--- src/rtl/seg_scan_decoder.sv ---
// seg_scan_decoder
//   Recovers the digits shown on a multiplexed 6-digit, 7-segment display by
//   watching its segment and digit-select lines. It publishes a complete frame
//   once every digit position has been captured.
//
//   Optional feature: define SEG_SCAN_HEX_EN to also decode the hex glyphs
//   A b C d E F. Without it, those glyphs are treated as undecodable.
//
// Parameters
//   STABLE_CYC  consecutive identical samples before a digit is captured (1..15)
//   TIMEOUT     cycles without a legal select before scan_lost asserts (2..255)
//
// Ports
//   CLK1K       1 kHz system clock; all logic runs on its rising edge
//   RST         synchronous active-high reset
//   seg[6:0]    segment lines, active-high, seg[0]=a .. seg[6]=g
//   dig[5:0]    digit selects, active-low one-hot, dig[0] = digit 0
//   digits      last complete frame, digits[4i+3:4i] = digit i
//   blank       last complete frame, bit i set = digit i was dark
//   frame_done  one-cycle pulse when digits/blank are reloaded
//   err         one-cycle pulse on an illegal capture (bad glyph or multi-select)
//   scan_lost   level, no legal select seen for TIMEOUT cycles
module seg_scan_decoder #(
  parameter int STABLE_CYC = 2,
  parameter int TIMEOUT    = 50
) (
  input  logic        CLK1K,
  input  logic        RST,
  input  logic [6:0]  seg,
  input  logic [5:0]  dig,
  output logic [23:0] digits,
  output logic [5:0]  blank,
  output logic        frame_done,
  output logic        err,
  output logic        scan_lost
);

  // dwell holds (number of identical consecutive samples - 1). Capture happens
  // when it equals STABLE_CYC-1. Because the counter saturates at 15, which is
  // above any legal trigger value, each dwell captures exactly once.
  localparam logic [3:0] CAP_AT  = 4'(STABLE_CYC - 1);
  localparam logic [7:0] IDLE_TO = 8'(TIMEOUT);

  logic [6:0]      seg_s;
  logic [5:0]      dig_s;
  logic [3:0]      dwell;
  logic [7:0]      idle_cnt;
  logic [5:0][3:0] work_code;
  logic [5:0]      work_blank;
  logic [5:0]      mask;

  // Glyph decode of the sampled segment pattern.
  logic       dec_ok, dec_dark;
  logic [3:0] dec_code;
  always_comb begin
    dec_ok   = 1'b1;
    dec_dark = 1'b0;
    dec_code = 4'h0;
    case (seg_s)
      7'h00: dec_dark = 1'b1;
      7'h3F: dec_code = 4'h0;
      7'h06: dec_code = 4'h1;
      7'h5B: dec_code = 4'h2;
      7'h4F: dec_code = 4'h3;
      7'h66: dec_code = 4'h4;
      7'h6D: dec_code = 4'h5;
      7'h7D: dec_code = 4'h6;
      7'h07: dec_code = 4'h7;
      7'h7F: dec_code = 4'h8;
      7'h6F: dec_code = 4'h9;
`ifdef SEG_SCAN_HEX_EN
      7'h77: dec_code = 4'hA;
      7'h7C: dec_code = 4'hB;
      7'h39: dec_code = 4'hC;
      7'h5E: dec_code = 4'hD;
      7'h79: dec_code = 4'hE;
      7'h71: dec_code = 4'hF;
`endif
      default: dec_ok = 1'b0;
    endcase
  end

  // Select classification: none low = idle, one low = legal, more = multi.
  logic [5:0] sel;
  logic       sel_any, sel_one;
  logic [2:0] sel_idx;
  assign sel     = ~dig_s;
  assign sel_any = |sel;
  assign sel_one = sel_any && ((sel & (sel - 6'd1)) == 6'd0);

  always_comb begin
    sel_idx = 3'd0;
    for (int i = 0; i < 6; i++)
      if (sel[i]) sel_idx = 3'(i);
  end

  // Idle selects never reach the capture stage, so they cannot raise err.
  logic capture, cap_ok, cap_bad;
  assign capture = (dwell == CAP_AT) && sel_any;
  assign cap_ok  = capture && sel_one && dec_ok;
  assign cap_bad = capture && !(sel_one && dec_ok);

  logic [5:0]      mask_nxt;
  logic            frame_full;
  logic [5:0][3:0] frame_code;
  logic [5:0]      frame_blank;
  assign mask_nxt   = mask | (6'd1 << sel_idx);
  assign frame_full = cap_ok && (mask_nxt == 6'h3F);

  // Working set including the digit being captured this cycle, so a frame
  // completed on this edge publishes the new value too.
  always_comb begin
    frame_code           = work_code;
    frame_blank          = work_blank;
    frame_code[sel_idx]  = dec_code;
    frame_blank[sel_idx] = dec_dark;
  end

  logic       same;
  logic [7:0] idle_nxt;
  logic       lost_nxt;
  assign same     = ({seg, dig} == {seg_s, dig_s});
  assign idle_nxt = sel_one ? 8'd0 : ((idle_cnt == 8'hFF) ? idle_cnt : idle_cnt + 8'd1);
  assign lost_nxt = !sel_one && (idle_nxt >= IDLE_TO);

  always_ff @(posedge CLK1K) begin
    if (RST) begin
      seg_s      <= 7'h00;
      dig_s      <= 6'h3F;
      dwell      <= 4'd0;
      idle_cnt   <= 8'd0;
      work_code  <= '0;
      work_blank <= 6'h00;
      mask       <= 6'h00;
      digits     <= 24'h0;
      blank      <= 6'h00;
      frame_done <= 1'b0;
      err        <= 1'b0;
      scan_lost  <= 1'b0;
    end else begin
      seg_s      <= seg;
      dig_s      <= dig;
      dwell      <= same ? ((dwell == 4'hF) ? dwell : dwell + 4'd1) : 4'd0;
      idle_cnt   <= idle_nxt;
      scan_lost  <= lost_nxt;
      err        <= cap_bad;
      frame_done <= 1'b0;
      if (cap_ok) begin
        work_code  <= frame_code;
        work_blank <= frame_blank;
        if (frame_full) begin
          digits     <= frame_code;
          blank      <= frame_blank;
          frame_done <= 1'b1;
          mask       <= 6'h00;
        end else begin
          mask <= mask_nxt;
        end
      end
      // Losing the scan abandons any partial frame. A legal capture cannot
      // coincide with this edge, because the select is not legal here.
      if (lost_nxt && !scan_lost) mask <= 6'h00;
    end
  end

endmodule
--- config.mk ---
export PLATFORM = sky130hd
export DESIGN_NAME = seg_scan_decoder
export DESIGN_NICKNAME = d
export VERILOG_FILES = /design/src/rtl/seg_scan_decoder.sv
export SDC_FILE = /design/constraint.sdc
export NUM_CORES = 1
export LEC_CHECK = 0
export ABC_AREA = 1
export ABC_CLOCK_PERIOD_IN_PS = 2100
export CORE_MARGIN = 2
export CORE_UTILIZATION = 55
export CTS_CLUSTER_SIZE = 10
export DETAILED_ROUTE_END_ITERATION = 6
export PLACE_DENSITY_LB_ADDON = 0.3
export SLEW_MARGIN = 10
export SYNTH_ARGS = -nofsm -noshare
export SYNTH_HDL_FRONTEND = slang
export SYNTH_SLANG_ARGS = --single-unit
--- constraint.sdc ---
create_clock -name CLK1K -period 2.1 [get_ports CLK1K]
set_input_delay 0.525 -clock CLK1K [delete_from_list [all_inputs] [get_ports CLK1K]]
set_output_delay 0.525 -clock CLK1K [all_outputs]
set_load 0.05 [all_outputs]
## Word-level counts from Yosys, hierarchy flattened

Index checks and enable logic that the tools add are counted.

- Latch bits: 0
- RAM bits: 0
- Bits in read-only memories: 0
- Output and inout bits: 33
- Word-level logic and storage cells: 83
- Memories: 0
- Flip-flop bits (word level): 94

- Add/sub/neg operators: 3
- Muxes and demuxes: 18
- Equal/unequal tests: 15
- Shift-type cells: 1
- Order comparisons: 3
- Multipliers: 0
- Bitwise operators: 5
- Reductions and logical operators: 21
- Divide/modulo/power cells: 0

Operator list:

| operator | count |
|---|---|
| 7-bit == test (second input constant) | 7 |
| 4-bit case mux with 9 select lines | 1 |
| 24-bit bitwise mux | 1 |
| 8-bit two-way mux | 2 |
| 7-bit by 3-bit == test with 1-bit output (second input constant) | 2 |
| 13-bit == test | 1 |
| 4-bit demux with 3-bit select | 1 |
| 3-bit two-way mux | 4 |
| 11-bit OR reduction | 1 |
| 1-bit logical AND | 10 |
| 8-bit by 1-bit adder with 8-bit output (second input constant) | 1 |
| 8-bit == test (second input constant) | 1 |
| 8-bit by 6-bit greater-or-equal comparator with 1-bit output (second input constant) | 1 |
| 7-bit by 6-bit == test with 1-bit output (second input constant) | 1 |
| 7-bit logical NOT | 1 |
| 6-bit bitwise AND | 1 |
| 6-bit bitwise mux | 1 |
| 6-bit == test (second input constant) | 1 |
| 6-bit logical NOT | 1 |
| 6-bit two-way mux | 1 |
| 6-bit inverter | 1 |
| 6-bit OR | 1 |
| 2-bit OR reduction | 3 |
| 6-bit OR reduction | 1 |
| other kinds (13) | 20 |

## Logic depth before layout (Yosys ltp)

Gate-level depths: netlist of run 1.

- Depth in word-level cells: 11
- Mapped depth: 12
- Depth with buffers taken out: 12

## Worst setup path after synthesis of run 1

OpenSTA, ideal clock, no wires.

- Kind: register to register
- From: reg dig_s[5]
- To: reg digits[10]
- Cell stages (with the launch flop): 11
- Slack: 488 ps
- Data arrival time: 1,480 ps
- Period minus slack after synthesis: 1,612 ps
- Cells stage by stage: dfxtp_1 inv_1 nor2_2 inv_1 a22oi_1 nand2_1 nor2_2 nand3_1 buf_2 nand2_1 a21oi_1

- Word-level cells in the longest chain between the ends: 9

Ends and longest elaborated chain:

| element | line | source |
|---|---|---|
| start: declaration | 45 | `logic [5:0] dig_s;` |
| start signal: assignment | 142 | `dig_s <= dig;` |
| 6-bit inverter * | 87 | `assign sel = ~dig_s;` |
| 6-bit by 1-bit subtractor with 6-bit output | 89 | `assign sel_one = sel_any && ((sel & (sel - 6'd1)) == 6'd0);` |
| 6-bit bitwise AND | 89 |  |
| 6-bit logical NOT | 89 |  |
| 1-bit logical AND | 89 |  |
| 1-bit logical AND (2 in a row) | 100 | `assign cap_ok = capture && sel_one && dec_ok;` |
| 1-bit logical AND | 108 | `assign frame_full = cap_ok && (mask_nxt == 6'h3F);` |
| 2-bit AND reduction (no line) | -- |  |
| end signal: assignment | 152 | `digits <= frame_code;` |
| end: declaration | 31 | `output logic [23:0] digits,` |

Every way passes the cells marked *; elsewhere a longest branch is shown, timed or not.
A chain may end at the register's enable or synchronous reset.

## Final worst setup path of run 1

- From: reg digits[18]
- To: out digits[18]

No word-level cell between the ends.

==> results of run 1 <==
## per-stage QoR
stage	setup slack [ns]	instance area (sq um)	hold slack, ns
after floorplan	0.488	4350	0.445
after global placement	0.162	4990	0.450
after detailed placement	0.0887	4990	0.455
after CTS	0.0459	5220	0.468
after global routing	0.0149	5240	0.483
final	0.0610	5240	0.466
## final timing paths
| path | slack [ns] | endpoint |
|---|---|---|
| hold / removal | 0.47 | digits[19]$_SDFFE_PP0P_ |
| setup / recovery | 0.06 | digits[18] |
| hold reg to reg | 0.47 | digits[19]$_SDFFE_PP0P_ |
| setup reg to reg | 0.24 | mask[2]$_SDFFE_PP0P_ |
## logic make-up (layout without fill, tap and decap cells)
logic type | after synthesis | after routing
simple gates | 376 | 376
fa+ha+maj | 3 | 3
flops | 94 | 94
mux | 1 | 1
xor+xnor | 5 | 5
compound gates | 96 | 96
buf+inv | 81 | 138
## cell usage after synthesis, types with 2 or more instances
cell type	instances	area [sq um]
nand4_1	8	50.1
nor2_2	3	18.8
buf_2	15	75.1
clkbuf_1	9	33.8
nand2_1	246	923
a21oi_1	67	335
nand3_1	55	275
nor2_1	51	191
ha_1	3	37.5
o21ai_0	23	115
nor3_1	2	10.0
xnor2_1	4	35.0
inv_1	54	203
dfxtp_1	94	1880
or2_2	4	25.0
inv_2	2	7.51
o22ai_1	2	12.5
nor4_1	2	12.5
## final cells by class
class,instances,area [sq um],area share
clock inverter,5,81.3,0.0155
sequential,94,1880,0.360
inverter,56,210,0.0401
clock buffer,11,151,0.0289
tap,102,128,0.0244
timing repair buffer,66,637,0.122
multi-input combinational,481,2150,0.410
## routing by layer
metal  track usage  vias up  wire length (microns)
met5             0        -                      0
met3        0.0350       24                    418
met4         0.116        0                    261
met2         0.425       96                   4800
li1              -     2192                      -
met1         0.302     1974                   4520
## power by group through the flow
| stage | combinational, mW | sequential [mW] | clock (mW) |
|---|---|---|---|
| 2_1_floorplan | 0.149 | 1.86 | 0 |
| 3_3_place_gp | 0.230 | 1.86 | 0 |
| 3_5_place_dp | 0.234 | 1.86 | 0 |
| 4_1_cts | 0.236 | 1.82 | 1.38 |
| 5_1_grt | 0.270 | 1.83 | 1.44 |
| 6_report | 0.240 | 1.82 | 1.36 |
## state kept, by name, indices dropped and copies added (netlist names)
register    cells
seg_s           7
blank           6
frame_done      1
mask            6
work_blank      6
err             1
dig_s           6
work_code      24
dwell           4
scan_lost       1
digits         24
idle_cnt        8
==> impl_metrics.toml, run 1 <==
[clock_network]
clk_latency_ns = 0.36
cts.sinks = 94
ctsResizeCount = 0
cts_setup_buffers = 0
cts_hold_buf = 0
cts_buffers = 9
clk_pin_slew_worst_paths_ns = 0.09
clock_path_buffers = 2
htree_num_levels = 3
cts_tree = "done"
cts-root-buf = "clkbuf_8"

[detailed_routing]
routedWlPerCell_microns = 12.3
first_pass_iters = 5
drt_iter0_drc = 314
via_count = 4286
detail-route-antenna-nets = 0
vias_per_cell = 5.26
drt_drc_violations_left = 0
drt-total-wl_microns = 10000

[timing]
slew_violations = 0
fmax_ghz = 0.490
slew_headroom = 0.564
finalHoldViolCount = 0
finalCritPeriodShare = 0.971
tightest_slew_ns = 0.651
fin_crit_ns = 2.04
tns_ns = 0
setup_viol = 0
skew_ns = 0.0107
rsz0062_at_grt = "no"

[floorplanning]
rows = 32
fp.dieW_microns = 92.9
chipHeight_microns = 92.9
initial_core_util = 0.565
dieArea_sq_um = 8630
placeableCoreArea_sq_um = 7690
io_pins = 48

[synthesis]
synth_top_family_by_area = "simple AND/OR/NAND/NOR gates"
synth-edff-count = 0
syn-mean-instance-area_sq_um = 6.63
synthArstFlopShare = 0
synth-main-ff-cell = "dfxtp_1"
syn_area_sq_um = 4350
seq_area_frac_synth = 0.433
netlist_instances = 656
yosysWarnings = 0
synth_compound_area_frac = 0.114
synth-simple-area-share = 0.357
synthXorXnorAreaFrac = 0.0101
yosys.area_share.adder = 0.00864
ys_seq_elements = 94
synth_cell_types = 30
muxShareOfSynthArea = 0.00230
syn-num-nets = 674

[cells_and_area]
nFillCells = 671
mostFrequentLayoutCells = "244 x nand2_1, 92 x dfxtp_1, 67 x a21oi_1"
drive_gt1_frac = 0.0771
n_antenna_cell = 0
fin_nets = 726
layoutNonFillerInstCount = 815
finish.utilization = 0.682
syn2layout_area_growth_pct = 20.6
final_common_cell = "nand2_1"

[worst_hold_path]
min-delay-start = "digits[19]$_SDFFE_PP0P_"
hp-class = "reg2reg"
min_path_cells = 2

[setup_path]
worstSetupEndpointType = "primary output"
crit_type = "reg2out"
crit_chain = "clkdlybuf4s50_1"
crit_path_start = "digits[18]$_SDFFE_PP0P_"
critical_path.max_stage_delay_ns = 0.81
cp.required_ns = 1.57
crit_buf_inv = 1
crit_cells = 1
cp_slowest_cell = "clkdlybuf4s50_1"
rr_startpoint = "idle_cnt[0]$_SDFF_PP0_"
start_kind = "register"
cp_max_fo = 2
rr_worst_depth = 12
cp_top_family = "buffers and inverters"
arrival_ns = 1.51

[power_and_ir_drop]
power_mw = 3.42
cell_internal_pwr_mw = 2.62
p_per_area_nw_per_um2 = 652
vdd_drop_max_uv = 314
p_leak_nw = 2.18
p_switching_mw = 0.793
clockPowerShare = 0.397
pwr-share-seq = 0.533
switching_share = 0.232
pwr-share-comb = 0.070

[run_status]
status = "completed"

[place]
dpl.cell_count = 799
routabilityCongestion = 0.883
place_hpwl_microns = 7130
portBuffers = 47

[job]
max_cap_violations = 0

[global_route]
grt_pass1_vias = 4039
grt_max_degree = 77
grt.total_usage = 0.246
grt_pass1_wl_microns = 17200
antenna_found_initial = 0
overflow = 0
Power figures use the tool's default switching activity.
==> run 2, diff against run 1 <==
- CTS_BUF_LIST: unset -> sky130_fd_sc_hd__clkbuf_2 sky130_fd_sc_hd__clkbuf_4 sky130_fd_sc_hd__clkbuf_8
==> results of run 2 <==
Same layout as run 1: the final DEF is identical, and so are final timing and power.
